===== src/rtl/cpubus_pkg.sv =====
// Shared phase map, widths and request-FSM state type for the byte-serial CPU bus
// responder.
package cpubus_pkg;

  localparam int PH_W  = 5;
  localparam int BYTES = 8;

  localparam logic [PH_W-1:0] PH_ADDR_FIRST = 5'd1;
  localparam logic [PH_W-1:0] PH_ADDR_LAST  = 5'd8;
  localparam logic [PH_W-1:0] PH_FLAG       = 5'd9;
  localparam logic [PH_W-1:0] PH_RD_FIRST   = 5'd10;
  localparam logic [PH_W-1:0] PH_RD_LAST    = 5'd17;

  typedef enum logic {
    ST_IDLE = 1'b0,
    ST_REQ  = 1'b1
  } req_state_t;

endpackage


===== src/rtl/cpu_bus_responder_if.sv =====
// Host byte lanes, memory valid/ack port and error flag of the CPU bus responder.
interface cpu_bus_responder_if;

  logic [7:0]  host_ao;
  logic [7:0]  host_d_in;
  logic [7:0]  host_d_out;
  logic        host_d_oe;
  logic        mem_req;
  logic        mem_we;
  logic [63:0] mem_addr;
  logic [63:0] mem_wdata;
  logic        mem_ack;
  logic [63:0] mem_rdata;
  logic        frame_done;
  logic        err;
  logic        err_clr;

  modport slave (
    input  host_ao, host_d_in, mem_ack, mem_rdata, err_clr,
    output host_d_out, host_d_oe, mem_req, mem_we, mem_addr, mem_wdata,
           frame_done, err
  );

  modport master (
    output host_ao, host_d_in, mem_ack, mem_rdata, err_clr,
    input  host_d_out, host_d_oe, mem_req, mem_we, mem_addr, mem_wdata,
           frame_done, err
  );

endinterface


===== src/rtl/cpubus_phase_ctr.sv =====
// Free-running frame phase counter, kept in lockstep with the host's own count.
// o_wrap is a registered pulse produced by the edge that leaves the last phase.
module cpubus_phase_ctr
  import cpubus_pkg::*;
#(
  parameter int LAST_PH = 17
) (
  input  logic            clk,
  input  logic            rst_n,
  output logic [PH_W-1:0] o_ph,
  output logic            o_wrap
);

  logic [PH_W-1:0] r_ph;
  logic            r_wrap;
  logic            w_last;

  assign w_last = (r_ph == PH_W'(LAST_PH));

  always_ff @(posedge clk or negedge rst_n) begin
    if (!rst_n) begin
      r_ph   <= '0;
      r_wrap <= 1'b0;
    end else begin
      r_wrap <= w_last;
      r_ph   <= w_last ? '0 : r_ph + 1'b1;
    end
  end

  assign o_ph   = r_ph;
  assign o_wrap = r_wrap;

endmodule


===== src/rtl/cpu_bus_responder.sv =====
// Target end of the byte-serial CPU bus: deserialises address/data/flag per frame,
// runs a speculative read plus an optional write, and returns read data MSB-first.
module cpu_bus_responder
  import cpubus_pkg::*;
#(
  parameter int         LAST_PH   = 17,
  parameter logic [7:0] FILL_BYTE = 8'hFF
) (
  input logic                clk,
  input logic                rst_n,
  cpu_bus_responder_if.slave bus
);

  logic [PH_W-1:0] w_ph;
  logic            w_wrap;

  logic [63:0] r_addr, r_wdata, r_rbuf, r_maddr, r_mwdata;
  logic        r_wr, r_late, r_err, r_we, r_wpend, r_rdwait;
  req_state_t  r_state, w_state_nxt;

  logic [63:0] w_maddr_nxt, w_mwdata_nxt;
  logic        w_we_nxt, w_wpend_nxt, w_rdwait_nxt;
  logic        w_ph8, w_ph9, w_ack_rd, w_flag_wr, w_rd_ontime, w_d_oe;
  logic [2:0]  w_sel;
  logic [7:0]  w_d_out;

  cpubus_phase_ctr #(.LAST_PH(LAST_PH)) u_phase_ctr (
    .clk    (clk),
    .rst_n  (rst_n),
    .o_ph   (w_ph),
    .o_wrap (w_wrap)
  );

  assign w_ph8       = (w_ph == PH_ADDR_LAST);
  assign w_ph9       = (w_ph == PH_FLAG);
  assign w_ack_rd    = (r_state == ST_REQ) && !r_we && bus.mem_ack;
  assign w_rd_ontime = w_ph9 && w_ack_rd;
  assign w_flag_wr   = w_ph9 && bus.host_ao[0];

  always_ff @(posedge clk or negedge rst_n) begin
    if (!rst_n) begin
      r_addr  <= '0;
      r_wdata <= '0;
      r_rbuf  <= '0;
      r_wr    <= 1'b0;
      r_late  <= 1'b0;
      r_err   <= 1'b0;
    end else begin
      for (int k = 1; k <= BYTES; k++) begin
        if (int'(w_ph) == k) begin
          r_addr[8*k-1 -: 8]  <= bus.host_ao;
          r_wdata[8*k-1 -: 8] <= bus.host_d_in;
        end
      end
      // Read data only counts if it lands in the flag phase; later acks are dropped.
      if (w_ph9) begin
        r_wr   <= bus.host_ao[0];
        r_late <= !w_rd_ontime;
        if (w_rd_ontime) begin
          r_rbuf <= bus.mem_rdata;
        end
      end
      r_err <= (w_ph9 && !w_rd_ontime) ? 1'b1 : (bus.err_clr ? 1'b0 : r_err);
    end
  end

  always_ff @(posedge clk or negedge rst_n) begin
    if (!rst_n) begin
      r_state  <= ST_IDLE;
      r_we     <= 1'b0;
      r_maddr  <= '0;
      r_mwdata <= '0;
      r_wpend  <= 1'b0;
      r_rdwait <= 1'b0;
    end else begin
      r_state  <= w_state_nxt;
      r_we     <= w_we_nxt;
      r_maddr  <= w_maddr_nxt;
      r_mwdata <= w_mwdata_nxt;
      r_wpend  <= w_wpend_nxt;
      r_rdwait <= w_rdwait_nxt;
    end
  end

  // Address and write data are locked at read issue, so the write that follows reuses
  // them even if the host has started shifting the next frame.
  always_comb begin
    w_state_nxt  = r_state;
    w_we_nxt     = r_we;
    w_maddr_nxt  = r_maddr;
    w_mwdata_nxt = r_mwdata;
    w_wpend_nxt  = r_wpend || w_flag_wr;
    w_rdwait_nxt = r_rdwait;
    case (r_state)
      ST_IDLE: begin
        if (w_ph8) begin
          w_state_nxt  = ST_REQ;
          w_we_nxt     = 1'b0;
          w_maddr_nxt  = {bus.host_ao, r_addr[55:0]};
          w_mwdata_nxt = {bus.host_d_in, r_wdata[55:0]};
          w_rdwait_nxt = 1'b0;
        end else if (r_rdwait) begin
          w_state_nxt  = ST_REQ;
          w_we_nxt     = 1'b0;
          w_maddr_nxt  = r_addr;
          w_mwdata_nxt = r_wdata;
          w_rdwait_nxt = 1'b0;
        end else if (r_wpend) begin
          w_state_nxt = ST_REQ;
          w_we_nxt    = 1'b1;
          w_wpend_nxt = 1'b0;
        end
      end
      ST_REQ: begin
        if (w_ph8) begin
          w_rdwait_nxt = 1'b1;
        end
        if (bus.mem_ack) begin
          if (!r_we && (r_wpend || w_flag_wr)) begin
            w_we_nxt    = 1'b1;
            w_wpend_nxt = 1'b0;
          end else begin
            w_state_nxt = ST_IDLE;
          end
        end
      end
      default: w_state_nxt = ST_IDLE;
    endcase
  end

  // Return lane: phase 10 carries the top byte, phase 17 the bottom byte.
  always_comb begin
    w_d_oe  = !r_wr && (w_ph >= PH_RD_FIRST) && (w_ph <= PH_RD_LAST);
    w_sel   = 3'(PH_RD_LAST - w_ph);
    w_d_out = 8'h00;
    if (w_d_oe) begin
      w_d_out = r_late ? FILL_BYTE : r_rbuf[{w_sel, 3'b000} +: 8];
    end
  end

  assign bus.host_d_out = w_d_out;
  assign bus.host_d_oe  = w_d_oe;
  assign bus.mem_req    = (r_state == ST_REQ);
  assign bus.mem_we     = r_we;
  assign bus.mem_addr   = r_maddr;
  assign bus.mem_wdata  = r_mwdata;
  assign bus.frame_done = w_wrap;
  assign bus.err        = r_err;

endmodule


===== src/flat_wrapper.sv =====
// flat-port wrapper written by rule: the top's interface ports become plain ports
module cpu_bus_responder_flat import cpubus_pkg::*;
#(
  parameter int         LAST_PH   = 17,
  parameter logic [7:0] FILL_BYTE = 8'hFF
)
  (clk, rst_n, bus_host_ao, bus_host_d_in, bus_mem_ack, bus_mem_rdata, bus_err_clr, bus_host_d_out, bus_host_d_oe, bus_mem_req, bus_mem_we, bus_mem_addr, bus_mem_wdata, bus_frame_done, bus_err);
  cpu_bus_responder_if bus_i ();
  input logic clk;
  input logic rst_n;
  input wire logic [$bits(bus_i.host_ao)-1:0] bus_host_ao;
  input wire logic [$bits(bus_i.host_d_in)-1:0] bus_host_d_in;
  input wire logic [$bits(bus_i.mem_ack)-1:0] bus_mem_ack;
  input wire logic [$bits(bus_i.mem_rdata)-1:0] bus_mem_rdata;
  input wire logic [$bits(bus_i.err_clr)-1:0] bus_err_clr;
  output wire logic [$bits(bus_i.host_d_out)-1:0] bus_host_d_out;
  output wire logic [$bits(bus_i.host_d_oe)-1:0] bus_host_d_oe;
  output wire logic [$bits(bus_i.mem_req)-1:0] bus_mem_req;
  output wire logic [$bits(bus_i.mem_we)-1:0] bus_mem_we;
  output wire logic [$bits(bus_i.mem_addr)-1:0] bus_mem_addr;
  output wire logic [$bits(bus_i.mem_wdata)-1:0] bus_mem_wdata;
  output wire logic [$bits(bus_i.frame_done)-1:0] bus_frame_done;
  output wire logic [$bits(bus_i.err)-1:0] bus_err;
  assign bus_i.host_ao = bus_host_ao;
  assign bus_i.host_d_in = bus_host_d_in;
  assign bus_i.mem_ack = bus_mem_ack;
  assign bus_i.mem_rdata = bus_mem_rdata;
  assign bus_i.err_clr = bus_err_clr;
  assign bus_host_d_out = bus_i.host_d_out;
  assign bus_host_d_oe = bus_i.host_d_oe;
  assign bus_mem_req = bus_i.mem_req;
  assign bus_mem_we = bus_i.mem_we;
  assign bus_mem_addr = bus_i.mem_addr;
  assign bus_mem_wdata = bus_i.mem_wdata;
  assign bus_frame_done = bus_i.frame_done;
  assign bus_err = bus_i.err;
  cpu_bus_responder #(.LAST_PH(LAST_PH), .FILL_BYTE(FILL_BYTE)) u_core (.clk(clk), .rst_n(rst_n), .bus(bus_i));
endmodule

===== config.mk =====
export PLATFORM = sky130hd
export DESIGN_NAME = cpu_bus_responder_flat
export DESIGN_NICKNAME = d
export VERILOG_FILES = /design/src/rtl/cpubus_pkg.sv /design/src/rtl/cpu_bus_responder_if.sv /design/src/rtl/cpubus_phase_ctr.sv /design/src/rtl/cpu_bus_responder.sv /design/src/flat_wrapper.sv
export SDC_FILE = /design/constraint.sdc
export NUM_CORES = 1
export LEC_CHECK = 0
export BUFFER_PORTS_ARGS = -buffer_cell sky130_fd_sc_hd__buf_2
export CAP_MARGIN = 20
export CORE_MARGIN = 2
export CORE_UTILIZATION = 48
export CTS_CLUSTER_DIAMETER = 100
export DETAILED_ROUTE_END_ITERATION = 12
export PLACE_DENSITY = 0.77
export SLEW_MARGIN = 20
export SYNTH_ARGS = -nofsm -noshare
export SYNTH_HDL_FRONTEND = slang
export SYNTH_HIERARCHICAL = 1
export SYNTH_SLANG_ARGS = --single-unit

===== constraint.sdc =====
create_clock -name clk -period 3.39 [get_ports clk]
set_input_delay 0.5085 -clock clk [delete_from_list [all_inputs] [get_ports clk]]
set_output_delay 0.5085 -clock clk [all_outputs]
set_load 0.005 [all_outputs]

==> impl_metrics.tcl <==
set metrics [dict create \
    status "complete, no violations" \
    slew_viol_final 0 \
    synthArstFlopShare 1.00 \
    avgSynthCellArea_um2 15.3 \
    finalSetupTns_ps 0 \
    hp-class "input pin to async pin" \
    coreArea_mm2 0.0270 \
    cts_buffer_depth 3 \
    seq_area_frac_synth 0.634 \
    detail_route.wl_per_cell_um 20.6 \
    yosys_most_used_dff "dfrtp_1" \
    rrSetupSlack_ps 890 \
    wl_met1_mm 12.1 \
    crit_chain "inv_1 -> ha_2 -> mux4_2 -> o22ai_1 -> nor2_1 -> buf_2" \
    io_pins 225 \
    cts.clk_slew.worst_paths_ps 60 \
    critPathMaxStageDelay_ps 590 \
    antenna_found_initial 4 \
    synth_cells 858 \
    layout_min_cycle_time_ps 3120 \
    finalSetupViolCount 0 \
    skew_ps 11.4 \
    r2r_end "u_core/r_rbuf[36]$_DFFE_PN0P_" \
    grt_pass1_vias 8263 \
    synth_edf_count 0 \
    synth_cell_types 38 \
    die_area_mm2 0.0287 \
    drt_iter0_markers 498 \
    wirelength_mm 29.5 \
    postRouteAntennaNets 0 \
    endpoint_kind "output pin" \
    synth_top_area_cell "dfrtp_1" \
    critical_path.max_fanout 16 \
    first_pass_iters 4 \
    finalHoldViolCount 0 \
    synth_area_mm2 0.0132 \
    dr_wl_met3_mm 2.14 \
    initial_core_util 0.488 \
    die_height_um 170 \
    crit_cells 6 \
    area_growth_pct 19.0 \
    critPathSlowestCell "ha_2" \
    critPathArrivalTime_ps 2610 \
    path_buf_inv 2 \
    final_nets 1165 \
    cp.required_ps 2880 \
    drc 0 \
    netlist_top_cells_count "dfrtp_1 (333), mux2_2 (196), mux2_1 (93)" \
    track_usage 0.212 \
    num_rows 60 \
    power.leakage_nw 7.14 \
    die_x_um 170 \
    worstReg2RegStart "u_core/bus.mem_req$_DFF_PN0_" \
    grt_setup_unrepaired "false" \
    root_buffer "clkbuf_16" \
    holdWs_ps 54.2 \
    dr_wl_met2_mm 14.4 \
    clk-insertion-delay-late_ps 510 \
    dp.cells 1381 \
    powerDensity_mw_per_mm2 747 \
    yosysMostFrequentCell "dfrtp_1" \
    highest_layer "met5" \
    cap_viol_max_count 0 \
    crit_family "adder cells" \
    cts_buffers 35 \
    timing.final.crit_share 0.921 \
    port_buffers 224 \
    critPathLaunchType "flip-flop" \
    synth.top_cell.area_share 0.634 \
    ys_warn_count 6 \
    vdd_drop_max_uv 387 \
    grt_pass1_wl_mm 46.8 \
    worstRegToRegCells 5 \
    synthesis.nets 946 \
    worst_pin_slew_ps 931 \
    synth-seq-cells 333 \
    clkSinkCount 333 \
    drive_gt1_frac 0.465 \
    relSlewSlack 0.378 \
    htreeDepth 2 \
    ys_top_cells_by_area "dfrtp_1 (63%), mux2_2 (17%), mux2_1 (8.0%)" \
    viasPerCell 5.44 \
    max_freq_mhz 320 \
    crit_path_start "u_core/u_phase_ctr/o_ph[2]$_DFF_PN0_" \
    cts_tree "yes" \
    cp-endpoint "bus_host_d_out[2]" \
    critPathKind "flip-flop to output pin" \
    dp_hpwl_mm 19.8 \
    grt_max_degree 100 \
    fin_cells 1437 \
    vias 7814 \
    ctsHoldBuffers 0 \
    overflow 0 \
    gp_congestion 0.838 \
]
==> worst register-to-register path: stages, from the launching register on <==
cell and delay (ps):
dfrtp_1 460, inv_2 220, nor3b_2 320, nand3_2 610, buf_4 490, mux2_2 300
==> state kept, by name, indices dropped and copies added (netlist names) <==
name / cells
u_core/r_rdwait: 1
u_core/r_wr: 1
u_core/bus.mem_req: 1
u_core/r_late: 1
u_core/r_addr: 64
u_core/r_wpend: 1
u_core/bus.err: 1
u_core/bus.mem_wdata: 64
u_core/u_phase_ctr/o_wrap: 1
u_core/r_wdata: 64
u_core/bus.mem_we: 1
u_core/u_phase_ctr/o_ph: 5
u_core/r_rbuf: 64
u_core/bus.mem_addr: 64
==> worst min path at each step <==
stage / start / to / slack [ps] / cells past startpoint
after floorplan: rst_n / u_core/bus.err$_DFFE_PN0P_ / 210 / 0
after global placement: u_core/r_addr[56]$_DFFE_PN0P_ / u_core/r_addr[56]$_DFFE_PN0P_ / 460 / 2
after detailed placement: u_core/r_addr[57]$_DFFE_PN0P_ / u_core/r_addr[57]$_DFFE_PN0P_ / 460 / 2
after CTS: rst_n / u_core/bus.mem_addr[36]$_DFFE_PN0P_ / 80 / 1
after global routing: rst_n / u_core/bus.mem_addr[36]$_DFFE_PN0P_ / 90 / 1
final: rst_n / u_core/bus.mem_addr[33]$_DFFE_PN0P_ / 50 / 1
==> cell families (layout without fill, tap and decap cells) <==
family                     Yosys count  count (layout)  share of synthesized area
xor gates and xnor gates             1               1                   0.000666
other                                0               1                          0
buffers and inverters               64             301                     0.0233
adders and majority gates            4               4                    0.00381
and+or+nand+nor                     96              96                     0.0337
muxes                              306             306                      0.276
DFF                                333             333                      0.634
AOI/OAI and AO/OA                   54              54                     0.0293
==> metrics by stage <==
step | total power (W) | worst slack [ps] | util | instance area [um^2]
after global routing | 0.0123 | 152 | 0.581 | 15700
after CTS | 0.0119 | 85.0 | 0.581 | 15600
after floorplan | 0.00681 | 787 | - | 13200
final | 0.0117 | 269 | 0.581 | 15700
after detailed placement | 0.00825 | 657 | 0.542 | 14600
after global placement | 0.00813 | 749 | 0.542 | 14600
==> final cells by class <==
cell class	count	area, um^2
Inverter	8	30.0
Timing Repair Buffer	238	1290
Antenna cell	1	2.50
Clock inverter	7	60.1
Fill cell	2125	11300
Tap cell	341	427
Sequential cell	333	8330
Clock buffer	48	987
Multi-Input combinational cell	461	4530
==> report_power, final <==
group          total [W]  switching (W)  leakage (nW)  internal [W]
registers        0.00570       0.000638          3.91       0.00507
logic            0.00245        0.00106          2.71       0.00139
clock network    0.00354        0.00144         0.519       0.00210
total             0.0117        0.00314          7.14       0.00855
==> what timing repair did <==
action | CTS | global route
setup endpoints to repair | 0 | 5
buffers inserted | 0 | 0
resized for setup | 0 | 1
==> metal layers <==
layer,GRT usage,vias to the layer above
met3,0.0574,67
met2,0.356,245
met5,0,-
li1,-,3489
met1,0.269,4007
met4,0.0699,6
==> placed cells by master, fill, tap and decap left out, drive strengths merged <==
master | netlist | layout
or3b | 1 | 1
diode | 0 | 1
nor3b | 2 | 2
nand3b | 1 | 1
clkinv | 0 | 6
o32a | 1 | 1
a21boi | 1 | 1
a21oi | 7 | 7
nor2 | 14 | 14
o21ba | 1 | 1
nand2 | 61 | 61
o21bai | 1 | 1
a21o | 1 | 1
a31oi | 1 | 1
mux2i | 1 | 1
mux2 | 289 | 289
mux4 | 16 | 16
nor3 | 5 | 5
xnor2 | 1 | 1
clkbuf | 27 | 48
inv | 8 | 8
ha | 4 | 4
o2bb2a | 1 | 1
nor2b | 1 | 1
buf | 29 | 238
dfrtp | 333 | 333
a2bb2oi | 15 | 15
nand2b | 5 | 5
and4 | 1 | 1
nand3 | 4 | 4
and2 | 1 | 1
bufinv | 0 | 1
o22ai | 25 | 25
Power figures use the tool's default switching activity.
